===== config.mk =====
export PLATFORM = sky130hd
export DESIGN_NAME = seq_alu_flat
export DESIGN_NICKNAME = d
export VERILOG_FILES = /design/src/rtl/seq_alu_if.sv /design/src/rtl/seq_alu.sv /design/src/flat_wrapper.sv
export SDC_FILE = /design/constraint.sdc
export NUM_CORES = 2
export LEC_CHECK = 0
export ABC_AREA = 1
export CAP_MARGIN = 20
export CORE_AREA = 4 4 281 255
export DETAILED_ROUTE_END_ITERATION = 16
export DIE_AREA = 0 0 285 259
export GPL_TIMING_DRIVEN = 0
export SKIP_LAST_GASP = 1
export SLEW_MARGIN = 25
export SYNTH_ARGS = -nofsm -noshare
export SYNTH_HDL_FRONTEND = slang
export SYNTH_SLANG_ARGS = --single-unit

===== constraint.sdc =====
create_clock -name clk -period 8.4 [get_ports clk]
set_input_delay 1.68 -clock clk [delete_from_list [all_inputs] [get_ports clk]]
set_output_delay 1.68 -clock clk [all_outputs]
set_load 0.02 [all_outputs]

===== src/rtl/seq_alu_if.sv =====
// seq_alu_if: request/response bundle between the operand latches and the
// seq_alu datapath.
//   master : drives start/op/a/b, observes result and status
//   slave  : the ALU; consumes the request, drives result/busy/done/flags
interface seq_alu_if #(
  parameter int WIDTH = 32
);
  logic               start;
  logic [4:0]         op;
  logic [WIDTH-1:0]   a;
  logic [WIDTH-1:0]   b;
  logic [2*WIDTH-1:0] result;
  logic               busy;
  logic               done;
  logic               zero;
  logic               div_by_zero;
  logic               illegal_op;

  modport master (
    output start, op, a, b,
    input  result, busy, done, zero, div_by_zero, illegal_op
  );

  modport slave (
    input  start, op, a, b,
    output result, busy, done, zero, div_by_zero, illegal_op
  );
endinterface


===== src/rtl/seq_alu.sv =====
// seq_alu: clocked ALU with a 2*WIDTH HI/LO result register.
//   clk, rst_n : rising-edge clock, asynchronous active-low reset
//   bus        : seq_alu_if.slave
//                start/op/a/b in; result, busy, done, zero,
//                div_by_zero, illegal_op out (all registered)
// Single-cycle ops finish at the start edge. Signed MUL/DIV share one
// iterative engine operating on magnitudes (WIDTH steps), followed by a
// sign-fix state, so done arrives WIDTH+2 edges after start.
module seq_alu #(
  parameter int WIDTH = 32
) (
  input  logic     clk,
  input  logic     rst_n,
  seq_alu_if.slave bus
);
  localparam int SHW = $clog2(WIDTH);
  localparam int CW  = SHW + 1;

  typedef enum logic [1:0] {S_IDLE, S_ITER, S_FIX} state_e;

  state_e             state_q;
  logic [CW-1:0]      cnt_q;
  logic [2*WIDTH-1:0] acc_q;      // MUL: {partial hi, multiplier}; DIV: {rem, quotient}
  logic [WIDTH-1:0]   mag_b_q;    // multiplicand / divisor magnitude
  logic [WIDTH-1:0]   a_raw_q;    // dividend as given, for divide-by-zero HI
  logic               is_div_q;
  logic               neg_a_q;
  logic               neg_b_q;
  logic               b_zero_q;
  logic [2*WIDTH-1:0] result_q;
  logic               busy_q;
  logic               done_q;
  logic               zero_q;
  logic               dbz_q;
  logic               ill_q;

  logic [WIDTH-1:0]   sc_lo_d;
  logic               sc_ill_d;
  logic               is_multi_d;
  logic [2*WIDTH-1:0] sc_res_d;
  logic [2*WIDTH-1:0] step_d;
  logic [2*WIDTH-1:0] fix_res_d;
  logic [WIDTH:0]     mul_sum_s;
  logic [WIDTH:0]     div_sh_s;
  logic [WIDTH:0]     div_diff_s;
  logic [SHW-1:0]     sh_s;
  logic [SHW-1:0]     sh_inv_s;

  function automatic logic [WIDTH-1:0] negate(input logic [WIDTH-1:0] x);
    return (~x) + {{(WIDTH-1){1'b0}}, 1'b1};
  endfunction

  function automatic logic [WIDTH-1:0] mag(input logic [WIDTH-1:0] x);
    return x[WIDTH-1] ? negate(x) : x;
  endfunction

  assign sh_s     = bus.b[SHW-1:0];
  // Complementary rotate amount (WIDTH - sh) mod WIDTH; zero maps to zero.
  assign sh_inv_s = {SHW{1'b0}} - sh_s;

  // Single-cycle operation decode.
  always_comb begin
    sc_lo_d    = {WIDTH{1'b0}};
    sc_ill_d   = 1'b0;
    is_multi_d = 1'b0;
    case (bus.op)
      5'd0:  sc_lo_d = bus.a + bus.b;
      5'd1:  sc_lo_d = bus.a - bus.b;
      5'd2:  is_multi_d = 1'b1;
      5'd3:  is_multi_d = 1'b1;
      5'd4:  sc_lo_d = bus.a & bus.b;
      5'd5:  sc_lo_d = bus.a | bus.b;
      5'd6:  sc_lo_d = bus.a << sh_s;
      5'd7:  sc_lo_d = bus.a >> sh_s;
      5'd8:  sc_lo_d = (bus.a << sh_s) | (bus.a >> sh_inv_s);
      5'd9:  sc_lo_d = (bus.a >> sh_s) | (bus.a << sh_inv_s);
      5'd10: sc_lo_d = ~bus.b;
      5'd11: sc_lo_d = bus.a ^ bus.b;
      5'd12: sc_lo_d = ~(bus.a | bus.b);
      5'd13: sc_lo_d = ~(bus.a & bus.b);
      5'd14: sc_lo_d = $signed(bus.a) >>> sh_s;
      default: sc_ill_d = 1'b1;
    endcase
    sc_res_d = {{WIDTH{1'b0}}, sc_lo_d};
  end

  // One engine step: shift-add for MUL, restoring subtract for DIV.
  always_comb begin
    mul_sum_s  = {1'b0, acc_q[2*WIDTH-1:WIDTH]} +
                 (acc_q[0] ? {1'b0, mag_b_q} : {(WIDTH+1){1'b0}});
    div_sh_s   = {acc_q[2*WIDTH-1:WIDTH], acc_q[WIDTH-1]};
    div_diff_s = div_sh_s - {1'b0, mag_b_q};
    if (is_div_q) begin
      // Borrow out of the trial subtract means the divisor did not fit.
      if (div_diff_s[WIDTH]) begin
        step_d = {div_sh_s[WIDTH-1:0], acc_q[WIDTH-2:0], 1'b0};
      end else begin
        step_d = {div_diff_s[WIDTH-1:0], acc_q[WIDTH-2:0], 1'b1};
      end
    end else begin
      step_d = {mul_sum_s, acc_q[WIDTH-1:1]};
    end
  end

  // Sign correction of the magnitude result.
  always_comb begin
    fix_res_d = acc_q;
    if (!is_div_q) begin
      if (neg_a_q ^ neg_b_q) begin
        fix_res_d = (~acc_q) + {{(2*WIDTH-1){1'b0}}, 1'b1};
      end else begin
        fix_res_d = acc_q;
      end
    end else if (b_zero_q) begin
      fix_res_d = {a_raw_q, {WIDTH{1'b1}}};
    end else begin
      // Remainder follows the dividend's sign; quotient truncates to zero.
      fix_res_d[2*WIDTH-1:WIDTH] = neg_a_q ? negate(acc_q[2*WIDTH-1:WIDTH])
                                           : acc_q[2*WIDTH-1:WIDTH];
      fix_res_d[WIDTH-1:0]       = (neg_a_q ^ neg_b_q) ? negate(acc_q[WIDTH-1:0])
                                                       : acc_q[WIDTH-1:0];
    end
  end

  // Control FSM, engine state and registered outputs.
  always_ff @(posedge clk or negedge rst_n) begin
    if (!rst_n) begin
      state_q  <= S_IDLE;
      cnt_q    <= {CW{1'b0}};
      acc_q    <= {(2*WIDTH){1'b0}};
      mag_b_q  <= {WIDTH{1'b0}};
      a_raw_q  <= {WIDTH{1'b0}};
      is_div_q <= 1'b0;
      neg_a_q  <= 1'b0;
      neg_b_q  <= 1'b0;
      b_zero_q <= 1'b0;
      result_q <= {(2*WIDTH){1'b0}};
      busy_q   <= 1'b0;
      done_q   <= 1'b0;
      zero_q   <= 1'b0;
      dbz_q    <= 1'b0;
      ill_q    <= 1'b0;
    end else begin
      case (state_q)
        S_IDLE: begin
          done_q <= 1'b0;
          if (bus.start) begin
            if (is_multi_d) begin
              // MUL and DIV both start from {0, |a|} with |b| alongside.
              acc_q    <= {{WIDTH{1'b0}}, mag(bus.a)};
              mag_b_q  <= mag(bus.b);
              a_raw_q  <= bus.a;
              is_div_q <= bus.op[0];
              neg_a_q  <= bus.a[WIDTH-1];
              neg_b_q  <= bus.b[WIDTH-1];
              b_zero_q <= (bus.b == {WIDTH{1'b0}});
              cnt_q    <= {CW{1'b0}};
              busy_q   <= 1'b1;
              state_q  <= S_ITER;
            end else begin
              result_q <= sc_res_d;
              zero_q   <= (sc_res_d == {(2*WIDTH){1'b0}});
              ill_q    <= sc_ill_d;
              dbz_q    <= 1'b0;
              done_q   <= 1'b1;
            end
          end
        end
        S_ITER: begin
          if (cnt_q == CW'(WIDTH)) begin
            state_q <= S_FIX;
          end else begin
            acc_q <= step_d;
            cnt_q <= cnt_q + CW'(1);
          end
        end
        S_FIX: begin
          result_q <= fix_res_d;
          zero_q   <= (fix_res_d == {(2*WIDTH){1'b0}});
          dbz_q    <= is_div_q & b_zero_q;
          ill_q    <= 1'b0;
          done_q   <= 1'b1;
          busy_q   <= 1'b0;
          state_q  <= S_IDLE;
        end
        default: begin
          state_q <= S_IDLE;
          busy_q  <= 1'b0;
          done_q  <= 1'b0;
        end
      endcase
    end
  end

  assign bus.result      = result_q;
  assign bus.busy        = busy_q;
  assign bus.done        = done_q;
  assign bus.zero        = zero_q;
  assign bus.div_by_zero = dbz_q;
  assign bus.illegal_op  = ill_q;
endmodule


===== src/flat_wrapper.sv =====
// flat-port wrapper written by rule: the top's interface ports become plain ports
module seq_alu_flat 
#(
  parameter int WIDTH = 32
)
  (clk, rst_n, bus_start, bus_op, bus_a, bus_b, bus_result, bus_busy, bus_done, bus_zero, bus_div_by_zero, bus_illegal_op);
  seq_alu_if #(.WIDTH(WIDTH)) bus_i ();
  input  logic clk;
  input  logic rst_n;
  input wire logic [$bits(bus_i.start)-1:0] bus_start;
  input wire logic [$bits(bus_i.op)-1:0] bus_op;
  input wire logic [$bits(bus_i.a)-1:0] bus_a;
  input wire logic [$bits(bus_i.b)-1:0] bus_b;
  output wire logic [$bits(bus_i.result)-1:0] bus_result;
  output wire logic [$bits(bus_i.busy)-1:0] bus_busy;
  output wire logic [$bits(bus_i.done)-1:0] bus_done;
  output wire logic [$bits(bus_i.zero)-1:0] bus_zero;
  output wire logic [$bits(bus_i.div_by_zero)-1:0] bus_div_by_zero;
  output wire logic [$bits(bus_i.illegal_op)-1:0] bus_illegal_op;
  assign bus_i.start = bus_start;
  assign bus_i.op = bus_op;
  assign bus_i.a = bus_a;
  assign bus_i.b = bus_b;
  assign bus_result = bus_i.result;
  assign bus_busy = bus_i.busy;
  assign bus_done = bus_i.done;
  assign bus_zero = bus_i.zero;
  assign bus_div_by_zero = bus_i.div_by_zero;
  assign bus_illegal_op = bus_i.illegal_op;
  seq_alu #(.WIDTH(WIDTH)) u_core (.clk(clk), .rst_n(rst_n), .bus(bus_i));
endmodule

==> flow_summary.ini <==
[outcome]
status = finished clean

[floorplan]
die-area_sq_um = 73800
std_cell_rows = 91
die_w_microns = 285
die_y_microns = 259
core_area_sq_um = 68400
io_pins = 141
start_util_pct = 44.9

[logic_synthesis]
async_reset_ff_share_pct = 100
yosysUniqueCellTypes = 64
yosysSeqAreaShare_pct = 16.9
synth.avg_cell_area_sq_um = 5.58
synth_ff_type = dfrtp_1
ys_ff_latch = 208
yosysWarnings = 0
syn_nets = 5746
yosysTopAreaCell = nand2_1
synth_top_area_share_pct = 20.5
synth.top_cells.by_area = nand2_1, dfrtp_1, nand3_1
synth_edf_count = 0
synth_area_sq_um = 30700
netlist_instances = 5504

[placed_design]
hpwlAfterDp_mm = 162
post-place-ws_ns = 0.459
place_congestion = 1.18
io_buffers = 140

[power_and_ir_drop]
swShare_pct = 61.3
netSwitchingPower_mw = 6.60
p_clk_share_pct = 10.4
ir_drop_mv = 0.171
power_frac_seq_pct = 19.2
p_comb_share_pct = 70.4
p_int_mw = 4.16
power_mw = 10.8
pwr_density_cell_nw_per_um2 = 314
p_leak_nw = 16.9

[run]
maxCapViolCount = 0

[routing]
antenna_left = 0
drc = 0
drt_iter0_drc = 8338
routed_wl_mm = 204
vias = 44000
routed_via_density = 6.63
routedWlPerCell_microns = 30.7
dr.pass1.iters = 12

[clock_tree]
cts_buffers = 24
cts_sinks = 208
cts_setup_buffers = 0
clk_latency_ns = 0.59
cts_tree = yes
cts_hold_buf = 0
cts-root-buf = clkbuf_16
clk_pin_slew_ns = 0.06
cts_max_level = 1
cts_buffer_depth = 3
cts-resized-gates = 0

[worst_setup_path]
ff2ff_setup_slack_ns = 4.13
critPathSlowestCell = o21ai_0
cp.required_ns = 8.90
cp_max_fo = 11
slowest_delay_ns = 0.91
arrival_ns = 8.42
path_buf_inv = 8
crit_family = buffers and inverters
critPathMostFrequentCell = nand2_1
cp-end-kind = flip-flop
worst_setup_path_start_kind = input pin
critPathKind = input pin to flip-flop

[sta]
min_period_over_period_pct = 94.3
worst_pin_slew_ns = 1.35
max_slew_margin_pct = 9.27
whs_ns = 0.480
finalHoldViolations = 0
rsz0062_at_grt = no
layout_min_cycle_time_ns = 7.92
fin_setup_tns_ns = 0
slew_violations = 0
finalWorstSetupSlack_ns = 0.481
max_freq_ghz = 0.126
setup_violations = 0
skew_ns = 0.0316

[grt]
grt_use_met1_pct = 60.3
gr-total-overflow = 0
use_met2_pct = 75.9
grt_max_degree = 87
grt_pass1_vias = 39700
grt_pass1_wl_mm = 284
antenna_found_initial = 14
grt_busiest_layer = met2
grtUsageTotal_pct = 52.7
use_met3_pct = 18.8

[final_layout]
final_common_cell = nand2_1
drive_above_1_share_pct = 4.59
nNetsFinal = 5916
area_delta_synth_final_pct = 11.4
layout_common_cells = nand2_1, nand3_1, nor2_1

[hold_path]
hold_path_class = flip-flop to flip-flop
-- metal layers --
metal | wire [microns] | share of wire [%]
met4 | 26000 | 13
met2 | 79600 | 39
met1 | 68600 | 34
met3 | 29500 | 14
met5 | 23 | 0.011
-- cells in the mapped netlist (all sizes together) (4+ instances only) --
library cell  instances
a21boi                5
a21o                 12
a21oi               290
a22o                  6
a22oi                 4
a31oi                33
and2                  7
buf                 131
clkbuf              125
clkinv                8
dfrtp               208
ha                  167
inv                 486
nand2              1714
nand3               915
nand3b               14
nand4                57
nor2                578
nor3                 59
nor4                  6
o211ai               58
o21a                  9
o21ai               422
o21bai                9
o221ai               34
o22ai                20
o31ai                 5
or2                  26
xnor2                20
xor2                 53
-- logic make-up (layout without fill, tap and decap cells) --
logic type                 after synthesis  in the layout  share of synthesized area (%)
other                                    0              9                              0
AOI/OAI and AO/OA                      921            921                           16.8
buffers and inverters                  750            937                           10.0
adders and majority gates              170            170                           6.99
DFF                                    208            208                           16.9
xor gates and xnor gates                73             73                           2.08
and+or+nand+nor                       3382           3382                           47.2
-- final timing paths --
check                      cells past startpoint             startpoint                    end
min                                            2  u_core.bus.result[53]  u_core.bus.result[53]
min in group asynchronous                      1                  rst_n       u_core.acc_q[62]
max in group asynchronous                      3                  rst_n   u_core.bus.result[5]
max                                           28               bus_b[1]        u_core.bus.zero
min reg2reg                                    2  u_core.bus.result[53]  u_core.bus.result[53]
max reg2reg                                   18        u_core.acc_q[0]        u_core.bus.zero
-- registers in the layout, indices dropped and copies added, names as in the netlist --
signal and count:
u_core.a_raw_q 32, u_core.acc_q 64, u_core.b_zero_q 1, u_core.bus.busy 1
u_core.bus.div_by_zero 1, u_core.bus.done 1, u_core.bus.illegal_op 1, u_core.bus.result 64
u_core.bus.zero 1, u_core.cnt_q 6, u_core.is_div_q 1, u_core.mag_b_q 32
u_core.neg_b_q 1, u_core.state_q 2
-- per-stage QoR --
stage | instance area (sq um) | instances | utilization, %
floorplan | 30700 | 5504 | -
global placement | 33300 | 6574 | 48.7
detailed placement | 33400 | 6576 | 48.8
CTS | 34200 | 6619 | 49.9
global route | 34200 | 6623 | 50.0
finish | 34200 | 6630 | 50.0
-- worst reg2reg max path: stages, from the launching register on --
cell     delay (ns)
dfrtp_1        0.36
buf_2          0.22
inv_2          0.20
nand3_1        0.17
nor2_1         0.22
nand3_1        0.22
nor2_1         0.54
nand2_1        0.10
nand2_1        0.10
nor2_1         0.04
o21ai_0        0.76
nand2_1        0.11
nor2_1         0.12
nand2_1        0.05
nor2_1         0.36
nand4_1        0.24
nand2_1        0.12
nand2_1        0.13
nand2_1        0.11
-- cell type report --
type,instances,area [sq um]
sequential,208,5200
antenna,9,22.5
clock buffer,31,667
fill,7340,34200
inverter,494,1870
buffer,256,1210
clock inverter,12,143
tap,930,1160
timing repair buffer,144,1490
multi-input combinational,4546,22500
-- power by group through the flow --
| stage | sequential [mW] | clock, mW | combinational (mW) |
|---|---|---|---|
| after global placement | 2.00 | 0 | 7.01 |
| after CTS | 2.00 | 1.11 | 7.11 |
| final | 2.06 | 1.12 | 7.58 |
| after detailed placement | 2.01 | 0 | 7.06 |
| after floorplan | 1.80 | 0 | 4.47 |
| after global routing | 2.06 | 1.14 | 8.00 |
No activity file was read; power rests on OpenSTA's default activity.
